`src/rtl/decoder_pipe_stage.sv`:
```
// rtl/decoder_pipe_stage.sv - registered SIMD decode stage with valid/ready handshakes
// and a scalar/vector busy-bit scoreboard that stalls issue on RAW/WAW hazards.
module decoder_pipe_stage #(
  parameter int INSTR_W = 24,
  parameter int REG_W   = 4,
  parameter int IMM_W   = 16
) (
  input  logic               clk,
  input  logic               rst_n,
  input  logic               InValid,
  output logic               InReady,
  input  logic [INSTR_W-1:0] instruction,
  output logic               OutValid,
  input  logic               OutReady,
  output logic [2:0]         PcWriteEn,
  output logic               MemoryWrite,
  output logic [1:0]         WriteRegFrom,
  output logic [REG_W-1:0]   RegToWrite,
  output logic [IMM_W-1:0]   Immediate,
  output logic               writeMemFrom,
  output logic               RegWriteEnSc,
  output logic               RegWriteEnVec,
  output logic               OverWriteNz,
  output logic [2:0]         AluOpCode,
  output logic [REG_W-1:0]   Rs1,
  output logic [REG_W-1:0]   Rs2,
  output logic               IllegalOp,
  input  logic               Flush,
  input  logic               WbValid,
  input  logic               WbVec,
  input  logic [REG_W-1:0]   WbReg
);

  localparam int NREG = 1 << REG_W;

  typedef struct packed {
    logic [2:0]       pc;
    logic             mem_wr;
    logic [1:0]       wr_from;
    logic [REG_W-1:0] rd;
    logic [IMM_W-1:0] imm;
    logic             mem_from;
    logic             we_sc;
    logic             we_vec;
    logic             nz;
    logic [2:0]       alu;
    logic [REG_W-1:0] rs1;
    logic [REG_W-1:0] rs2;
  } bundle_t;

  bundle_t          bundle_d, bundle_q;
  logic             valid_d, valid_q;
  logic             illegal_d, illegal_q;
  logic [NREG-1:0]  busy_sc_d, busy_sc_q, busy_vec_d, busy_vec_q;
  logic [NREG-1:0]  hz_sc, hz_vec;

  logic [3:0]       op;
  logic             v;
  logic [REG_W-1:0] f_rd, f_rs1, f_rs2;
  logic             use_rs1, use_rs2, use_rd, rs1_vec;
  logic             hazard, in_xfer, out_xfer;

  assign op    = instruction[INSTR_W-1 -: 4];
  assign v     = instruction[INSTR_W-5];
  assign f_rd  = instruction[INSTR_W-6 -: REG_W];
  assign f_rs1 = instruction[INSTR_W-6-REG_W -: REG_W];
  assign f_rs2 = instruction[INSTR_W-6-2*REG_W -: REG_W];

  always_comb begin
    bundle_d  = '0;
    illegal_d = 1'b0;
    use_rs1   = 1'b0;
    use_rs2   = 1'b0;
    use_rd    = 1'b0;
    rs1_vec   = 1'b0;
    case (op)
      4'b0000: begin
        bundle_d.we_sc   = !v;
        bundle_d.we_vec  = v;
        bundle_d.wr_from = 2'b10;
        bundle_d.rd      = f_rd;
        bundle_d.imm     = instruction[IMM_W-1:0];
        use_rd           = 1'b1;
      end
      4'b0001, 4'b0010, 4'b0011, 4'b0100, 4'b0101, 4'b0110, 4'b0111: begin
        bundle_d.nz     = 1'b1;
        bundle_d.we_sc  = !v;
        bundle_d.we_vec = v;
        bundle_d.rd     = f_rd;
        bundle_d.rs1    = f_rs1;
        use_rd          = 1'b1;
        use_rs1         = 1'b1;
        rs1_vec         = v;
        if (op != 4'b0111) begin
          bundle_d.rs2 = f_rs2;
          use_rs2      = 1'b1;
        end
        case (op)
          4'b0010: bundle_d.alu = 3'b000;
          4'b0011: bundle_d.alu = 3'b001;
          4'b0001: bundle_d.alu = 3'b010;
          4'b0100: bundle_d.alu = 3'b011;
          4'b0101: bundle_d.alu = 3'b100;
          4'b0110: bundle_d.alu = 3'b101;
          default: bundle_d.alu = 3'b110;
        endcase
      end
      4'b1000, 4'b1001, 4'b1010: begin
        bundle_d.pc  = (op == 4'b1000) ? 3'b001 : (op == 4'b1001) ? 3'b010 : 3'b100;
        bundle_d.imm = instruction[IMM_W-1:0];
      end
      4'b1101, 4'b1111: begin
        bundle_d.wr_from = 2'b01;
        bundle_d.we_sc   = !v;
        bundle_d.we_vec  = v;
        bundle_d.rd      = f_rd;
        bundle_d.rs1     = f_rs1;
        use_rd           = 1'b1;
        use_rs1          = 1'b1;
      end
      4'b1110: begin
        // the store-data register (rd) is presented to execute on Rs2
        bundle_d.mem_wr   = 1'b1;
        bundle_d.mem_from = v;
        bundle_d.rs1      = f_rs1;
        bundle_d.rs2      = f_rd;
        use_rs1           = 1'b1;
        use_rd            = 1'b1;
      end
      default: illegal_d = 1'b1;
    endcase
  end

  // a register hazards if busy without a same-cycle write-back, or if the held bundle writes it
  always_comb begin
    for (int r = 0; r < NREG; r++) begin
      hz_sc[r]  = (busy_sc_q[r] & !(WbValid & !WbVec & (WbReg == REG_W'(r))))
                | (valid_q & bundle_q.we_sc & (bundle_q.rd == REG_W'(r)));
      hz_vec[r] = (busy_vec_q[r] & !(WbValid & WbVec & (WbReg == REG_W'(r))))
                | (valid_q & bundle_q.we_vec & (bundle_q.rd == REG_W'(r)));
    end
  end

  assign hazard = (use_rs1 & (rs1_vec ? hz_vec[f_rs1] : hz_sc[f_rs1]))
                | (use_rs2 & (v ? hz_vec[f_rs2] : hz_sc[f_rs2]))
                | (use_rd  & (v ? hz_vec[f_rd]  : hz_sc[f_rd]));

  assign InReady  = !hazard & (!valid_q | OutReady) & !Flush;
  assign in_xfer  = InValid & InReady;
  assign out_xfer = valid_q & OutReady & !Flush;

  always_comb begin
    valid_d    = valid_q;
    busy_sc_d  = busy_sc_q;
    busy_vec_d = busy_vec_q;
    if (in_xfer)               valid_d = 1'b1;
    else if (Flush | out_xfer) valid_d = 1'b0;
    if (WbValid) begin
      if (WbVec) busy_vec_d[WbReg] = 1'b0;
      else       busy_sc_d[WbReg]  = 1'b0;
    end
    if (out_xfer & bundle_q.we_sc)  busy_sc_d[bundle_q.rd]  = 1'b1;
    if (out_xfer & bundle_q.we_vec) busy_vec_d[bundle_q.rd] = 1'b1;
  end

  always_ff @(posedge clk or negedge rst_n) begin
    if (!rst_n) begin
      valid_q    <= 1'b0;
      bundle_q   <= '0;
      illegal_q  <= 1'b0;
      busy_sc_q  <= '0;
      busy_vec_q <= '0;
    end else begin
      valid_q    <= valid_d;
      illegal_q  <= in_xfer & illegal_d;
      busy_sc_q  <= busy_sc_d;
      busy_vec_q <= busy_vec_d;
      if (in_xfer) bundle_q <= bundle_d;
    end
  end

  assign OutValid      = valid_q;
  assign IllegalOp     = illegal_q;
  assign PcWriteEn     = bundle_q.pc;
  assign MemoryWrite   = bundle_q.mem_wr;
  assign WriteRegFrom  = bundle_q.wr_from;
  assign RegToWrite    = bundle_q.rd;
  assign Immediate     = bundle_q.imm;
  assign writeMemFrom  = bundle_q.mem_from;
  assign RegWriteEnSc  = bundle_q.we_sc;
  assign RegWriteEnVec = bundle_q.we_vec;
  assign OverWriteNz   = bundle_q.nz;
  assign AluOpCode     = bundle_q.alu;
  assign Rs1           = bundle_q.rs1;
  assign Rs2           = bundle_q.rs2;

endmodule

```
`config.mk`:
```
export PLATFORM = sky130hd
export DESIGN_NAME = decoder_pipe_stage
export DESIGN_NICKNAME = d
export VERILOG_FILES = /design/src/rtl/decoder_pipe_stage.sv
export SDC_FILE = /design/constraint.sdc
export NUM_CORES = 1
export LEC_CHECK = 0
export CAP_MARGIN = 0
export CORE_AREA = 2 2 102 104
export DETAILED_ROUTE_END_ITERATION = 10
export DIE_AREA = 0 0 104 106
export GPL_TIMING_DRIVEN = 1
export PLACE_DENSITY = 0.78
export SLEW_MARGIN = 30
export SYNTH_ARGS = -nofsm -noshare
export SYNTH_HDL_FRONTEND = slang
export SYNTH_SLANG_ARGS = --single-unit
export TNS_END_PERCENT = 30
```
`constraint.sdc`:
```
create_clock -name clk -period 9.3 [get_ports clk]
set_clock_uncertainty 0.15 [all_clocks]
set_input_delay 1.86 -clock clk [delete_from_list [all_inputs] [get_ports clk]]
set_output_delay 1.86 -clock clk [all_outputs]
set_load 0.1 [all_outputs]
```
# Word-level counts from Yosys, hierarchy flattened
# Cells that the tools add are included.
# totals
out_inout_bits,44
ff_bits,75
in_bits,35
elab_cells,317
# classes
n_eq_ne,44
magnitude_cmp,7
muxes,47
reduce_logical,51
n_bitwise,152
# op_table
operator,n
2-to-1 mux 16 bit,7
AND 1 bit,111
== test 4 bit (second input constant),22
== test 4 x 3 -> 1 bit (second input constant),12
logical NOT 1 bit,37
OR 1 bit,36
AND 16 bit,2
OR 16 bit,2
less-than comparator 4 x 5 -> 1 bit (second input constant),5
binary-select mux 1 bit (select 4 bit),6
== test 4 x 2 -> 1 bit (second input constant),6
2-to-1 mux 1 bit,21
OR reduction 10 bit,2
case mux 3 bit (6 select lines),1
2-to-1 mux 4 bit,4
NOT 16 bit,1
OR reduction 14 bit,1
== test 4 x 1 -> 1 bit (second input constant),3
logical NOT 4 bit,3
OR reduction 11 bit,1
2-to-1 mux 3 bit,3
demux 1 bit (select 4 bit),2
>= comparator 4 x 1 -> 1 bit (second input constant),2
case mux 4 bit (2 select lines),1
9 further kinds,10

# Depth between registers and ports, before layout
# Gate-level depths: netlist of run 1.
# depth
depth_word,17
ltp_mapped,11

# Least setup slack after synthesis of run 1
# OpenSTA, ideal clock, no wires.
# synth_timing
path_type,in2out
startpoint,input port WbReg[0]
endpoint,output port InReady
t_arrival_ps,4223
path_slack_ps,3067
path_stages,8
cell_sequence,buf_2 nand4bb_1 o21ai_0 nand2_1 mux4_2 a2bb2oi_1 a32oi_2 and4_1
# synth_via
elab_chain_cells,14
word_cells_on_any_way,167
# synth_rtl
element,line_no,text
from (decl),31,input logic [REG_W-1:0] WbReg
"== test 4 x 1 -> 1 bit, or another cell as far along","137, 139",
"AND 1 bit, on equally long branches","137, 139",
"logical NOT 1 bit, on equally long branches","137, 139",
"AND 1 bit, on equally long branches","137, 139",
"OR 1 bit, on equally long branches","138, 140",
"binary-select mux 1 bit (select 4 bit), on equally long branches","144, 145",
"2-to-1 mux 1 bit, on equally long branches (2 in series)","144, 145",
"AND 1 bit, on equally long branches","144, 145",
OR 1 bit,145,| (use_rs2 & (v ? hz_vec[f_rs2] : hz_sc[f_rs2]))
OR 1 bit *,146,| (use_rd & (v ? hz_vec[f_rd] : hz_sc[f_rd]));
logical NOT 1 bit *,148,assign InReady = !hazard & (!valid_q | OutReady) & !Flush;
AND 1 bit * (2 in series),148,
to (decl),11,"output logic InReady,"
# Every way passes the cells marked *; elsewhere a longest branch is shown, timed or not. The select of a mux whose other input is x is not followed.

# Final worst setup path of run 1
# Same ends and word-level chain as after synthesis.

==> flow_summary.ini, run 1 <==
[status]
status = complete, no violations

[synthesis]
synthTopCellsByArea = dfrtp_1, o21ai_0, nand2_1
synth_top_area_share_pct = 38.8
synth_area_mm2 = 0.00484
syn_area_per_cell_um2 = 8.38
synth_largest_area_cell = dfrtp_1
synth.distinct_cells = 57
ys_seq_elements = 75
syn_inst = 578
synth_ff_type = dfrtp_1
ys_seq_area_share_pct = 38.8
synth_warnings = 0
syn_nets = 613
ys_async_sr_fraction_pct = 100
synth_edf_count = 0
synth_most_common_cell = o21ai_0
synth_commonest_cells = o21ai_0, dfrtp_1, nand2_1

[clocking]
cts-root-buf = clkbuf_8
path_clk_slew_ps = 90
clock_latency_ps = 360
post_cts_resize_count = 0
clockBufferDepth = 2
numCtsBuffers = 9
post_cts_buffers = 0
ctsHoldBuffers = 0
clock_sinks = 75
cts_max_level = 3
cts_tree = yes

[place]
dp_slack_ps = 1690
place.port_buffers = 78
post-dp-hpwl_mm = 13.5
gp_congestion = 1.04
dp.cells = 762

[floorplan]
die_area_mm2 = 0.0110
dieHeight_um = 106
initial_core_util_pct = 48.4
io_pins = 79
rows = 37
die_x_um = 104
design.core.area_mm2 = 0.0100

[power_and_ir_drop]
powerDensity_mw_per_mm2 = 243
peakVddDrop_v = 0.000174
totalPowerFinal_uw = 1430
p_leak_uw = 0.00248

[routing]
routedWlPerCell_um = 23.5
ant_nets = 0
dr.pass1.iters = 5
drc = 0
via_count = 5124
first_iter_violations = 668
avgViaCountPerCell = 6.59
routed_wl_mm = 18.3

[layout]
antenna_cells = 0
finalNonFillerCells = 778
synthToLayoutAreaGrowth_pct = 21.5
drive_gt1_share_pct = 5.61
nets = 672

[setup_path]
critPathKind = input port to primary output
start_kind = input port
cp-end-kind = primary output
critical_path_required_ps = 7290
r2r-start = RegToWrite[0]
worstSetupStartpoint = WbReg[0]
regToRegSetupSlack_ps = 4970
arrival_ps = 5720
r2r_cells = 8
cp_max_fo = 9

[global_route]
grt_start_max_net_pins = 76
first_global_vias = 4904
grt_use_total_pct = 33.6
gr-usage-met1_pct = 46.7
grtUsageMet2_pct = 50.2
gr-usage-met3_pct = 9.50
grt_pass1_wl_mm = 28.3
antenna_found_initial = 0
grt_overflow = 0
busiest_layer = met2

[timing]
relSlewSlack_pct = 33.5
worst_slew_pin_slew_ps = 994
hold_viol = 0
setup_ws_ps = 1570
finalCriticalPeriod_ps = 7730
slew_viol_final = 0
fmax_mhz = 129
rsz0062_at_grt = false
finalSetupViolations = 0
hold-worst-slack_ps = 345
timing.setup.tns_ps = 0
min_period_over_period_pct = 83.1

[min_path]
hold_start = PcWriteEn[2]
hold_class = flip-flop to flip-flop
hold_depth = 1

[flow_run]
cap_violations = 0
==> through the flow <==
stage	util, %	instance area, µm²
finish	58.8	5880
global route	58.8	5880
CTS	58.8	5880
detailed placement	56.7	5670
global placement	56.7	5670
floorplan	-	4840
==> logic make-up (layout without fill, tap and decap cells) <==
family	count (synthesis)	in the layout	synth area share, %
xor+xnor	4	4	0.724
simple gates	235	235	25.4
compound gates	156	156	19.5
buf+inv	64	128	5.58
mux	43	43	9.80
fa+ha+maj	1	1	0.207
flops	75	75	38.8
==> routing by layer <==
layer | share of wire, % | routed length, µm
met2 | 45 | 8220
met1 | 40 | 7370
met4 | 3.4 | 626
met3 | 11 | 2060
met5 | 0 | 0
==> critical path: stages <==
cell and delay (ps):
clkdlybuf4s50_1 550, nand4b_1 380, o21ai_0 530, nand2_1 120, mux4_2 500, a2bb2oi_1 150, a32oi_2 230, and4_1 240
clkdlybuf4s50_1 1150
==> report_power, final <==
| group | internal (µW) | switching, µW | leakage (µW) |
|---|---|---|---|
| Sequential | 390 | 69.0 | 0.00101 |
| Combinational | 169 | 534 | 0.00137 |
| Clock | 139 | 128 | 0.0000978 |
| Total | 697 | 731 | 0.00248 |
==> registers in the layout, indices dropped and copies added (netlist names) <==
| signal | cells |
|---|---|
| busy_sc_q | 16 |
| Immediate | 16 |
| RegWriteEnVec | 1 |
| MemoryWrite | 1 |
| busy_vec_q | 16 |
| OverWriteNz | 1 |
| Rs1 | 4 |
| AluOpCode | 3 |
| IllegalOp | 1 |
| RegWriteEnSc | 1 |
| RegToWrite | 4 |
| PcWriteEn | 3 |
| OutValid | 1 |
| WriteRegFrom | 2 |
| Rs2 | 4 |
| writeMemFrom | 1 |
==> worst paths after layout <==
path | to
worst max-delay path | InReady
worst min-delay path | PcWriteEn[2]
worst max register to register | Rs2[0]
worst min register to register | PcWriteEn[2]
max in group asynchronous | Rs1[3]
min in group asynchronous | busy_vec_q[6]
==> layout make-up <==
type | count | area, µm²
Clock inverter | 5 | 61.3
Fill cell | 942 | 4120
Sequential cell | 75 | 1880
Clock buffer | 11 | 151
Tap cell | 136 | 170
Inverter | 29 | 109
Timing Repair Buffer | 83 | 820
Multi-Input combinational cell | 439 | 2690
==> cells in the final DEF (no fill, tap or decap), types with 4 or more instances in the layout <==
cell / Yosys / final
nand3_1: 45 / 45
inv_1: 29 / 29
o21ai_1: 4 / 4
nand2b_1: 11 / 11
mux2i_1: 17 / 17
buf_4: 0 / 5
dfrtp_1: 75 / 75
nand4_1: 24 / 24
mux2_2: 4 / 4
clkbuf_8: 0 / 11
nand2_1: 70 / 70
clkdlybuf4s50_1: 0 / 77
nand4b_1: 5 / 5
o211ai_1: 10 / 10
a21oi_1: 14 / 14
o2111ai_1: 5 / 5
nand3b_1: 4 / 4
a211oi_1: 7 / 7
o21ai_0: 81 / 81
or2_2: 5 / 5
mux2_1: 21 / 21
nor2_1: 26 / 26
nor2b_1: 10 / 10
a31oi_1: 9 / 9
nor3_1: 13 / 13
(Power assumes the default switching activity.)
==> run 2, diff against run 1 <==
==> constraint.sdc (replaced) <==
create_clock -name clk -period 7.9 [get_ports clk]
set_clock_uncertainty 0.15 [all_clocks]
set_input_delay 1.58 -clock clk [delete_from_list [all_inputs] [get_ports clk]]
set_output_delay 1.58 -clock clk [all_outputs]
set_load 0.1 [all_outputs]
==> run 2 against run 1 <==
Compared with the run above: worst setup slack worse by 26 ps; highest routed layer unchanged; first-iteration DRC count up 21%; die area is the same; power increased by 20%; sequential share of layout area shrank 0.10 points; combinational power is 18% higher; hold slack better by 1.1 ps; largest power group unchanged.
==> flow_summary.ini, run 2 (synthesis results as in run 1) <==
[layout]
finalNonFillerCells = 779
drive_gt1_share_pct = 5.91
mostFrequentLayoutCells = o21ai_0, clkdlybuf4s50_1, dfrtp_1
synthToLayoutAreaGrowth_pct = 21.9
nFillCells = 937
antenna_cells = 0
final_common_cell = o21ai_0
nets = 673

[clocking]
post_cts_buffers = 0
cts_max_level = 3
cts_tree = yes
ctsHoldBuffers = 0
post_cts_resize_count = 0
cts-root-buf = clkbuf_8
path_clk_slew_ps = 80
clockBufferDepth = 2
numCtsBuffers = 9
clock_sinks = 75
clock_latency_ps = 370

[global_route]
antenna_found_initial = 0
gr-usage-met3_pct = 6.32
grt_pass1_wl_mm = 29.0
grt_overflow = 0
gr-usage-met1_pct = 48.8
grt_use_total_pct = 34.2
grt_start_max_net_pins = 76
busiest_layer = met2
first_global_vias = 5012
grtUsageMet2_pct = 51.6

[floorplan]
initial_core_util_pct = 48.4
rows = 37
die_area_mm2 = 0.0110
design.core.area_mm2 = 0.0100
dieHeight_um = 106
io_pins = 79
die_x_um = 104

[power_and_ir_drop]
p_int_uw = 844
netSwitchingFraction_pct = 50.7
power.net_switching_uw = 870
pwr-share-comb_pct = 48.3
p_leak_uw = 0.00250
peakVddDrop_v = 0.000205
seqPwrFrac_pct = 31.6
powerDensity_mw_per_mm2 = 291
power_frac_clock_pct = 20.2
totalPowerFinal_uw = 1710

[place]
dp.cells = 763
dp_slack_ps = 1640
post-dp-hpwl_mm = 13.6
gp_congestion = 1.13
place.port_buffers = 78

[setup_path]
critPathMaxStageDelay_ps = 640
crit_path_cell_trace = clkdlybuf4s50_1 -> or4b_4 -> o21ai_1 -> o21ai_0 -> o21ai_0 -> o211ai_1 -> a32oi_1 -> and4_1 -> buf_4
r2r-end = Rs2[0]
r2r-start = RegToWrite[0]
cp_num_buf_inv = 2
cp.depth = 9
crit_end = InReady
arrival_ps = 4620
cp_slowest_cell = or4b_4
cp-end-kind = primary output
regToRegSetupSlack_ps = 3530
crit_family = compound AO/OA/AOI/OAI gates
r2r_cells = 8
critical_path_required_ps = 6170
critPathKind = input port to primary output
cp_max_fo = 8
worstSetupStartpoint = WbReg[2]
cp_common_cell = o21ai_0
start_kind = input port

[routing]
drc = 0
routed_wl_mm = 18.5
dr.pass1.iters = 6
ant_nets = 0
routedWlPerCell_um = 23.8
via_count = 5214
avgViaCountPerCell = 6.69
first_iter_violations = 810

[timing]
min_period_over_period_pct = 80.4
setup_ws_ps = 1550
rsz0062_at_grt = false
relSlewSlack_pct = 33.4
finalSetupViolations = 0
worst_slew_pin_slew_ps = 995
slew_viol_final = 0
finalCriticalPeriod_ps = 6350
hold_viol = 0
fmax_mhz = 157
timing.setup.tns_ps = 0

[min_path]
hold_class = flip-flop to flip-flop

[flow_run]
cap_violations = 0

[status]
status = complete, no violations
-- run 2: changes by cell type in the layout (fill, tap and decap cells not counted), sizes merged --
cell           delta
bufinv            +1
clkinv            +1
clkinvlp          -1
buf               +2
clkdlybuf4s50     -1
clkbuf            -1
-- run 2: per-stage QoR --
| stage | hold slack [ps] | util, % | area (µm²) |
|---|---|---|---|
| 5_1_grt | 368 | 59.0 | 5900 |
| 3_5_place_dp | 331 | 56.7 | 5670 |
| 3_3_place_gp | 325 | 56.7 | 5670 |
| 4_1_cts | 350 | 59.0 | 5900 |
| 6_report | 346 | 59.0 | 5900 |
| 2_1_floorplan | 296 | - | 4840 |
-- run 2: worst min-delay path by stage --
stage,startpoint,end,cells past startpoint
floorplan,busy_sc_q[2],busy_sc_q[2],2
global placement,WriteRegFrom[1],WriteRegFrom[1],1
detailed placement,Immediate[14],Immediate[14],1
CTS,Immediate[14],Immediate[14],1
global route,MemoryWrite,MemoryWrite,1
finish,Immediate[14],Immediate[14],1
-- run 2: cell type report --
class,instances,area [µm²],share of cell area (%)
clock inverter,6,88.8,1.51
inverter,29,109,1.84
clock buffer,10,138,2.33
timing repair buffer,84,825,14.0
multi-input combinational,439,2690,45.7
tap,136,170,2.88
sequential,75,1880,31.8
-- run 2: power by group through the flow --
stage	Combinational [µW]	Sequential (µW)	Clock [µW]
2_1_floorplan	247	872	0
3_3_place_gp	810	538	0
3_5_place_dp	815	543	0
4_1_cts	818	536	347
5_1_grt	859	549	363
6_report	828	541	345
-- run 2: routing by layer --
metal  vias to the layer above  part of all wire [%]
li1                       2251                     -
met4                         0                   3.3
met3                        72                    12
met1                      2497                    41
met2                       394                    44
met5                         -                     0
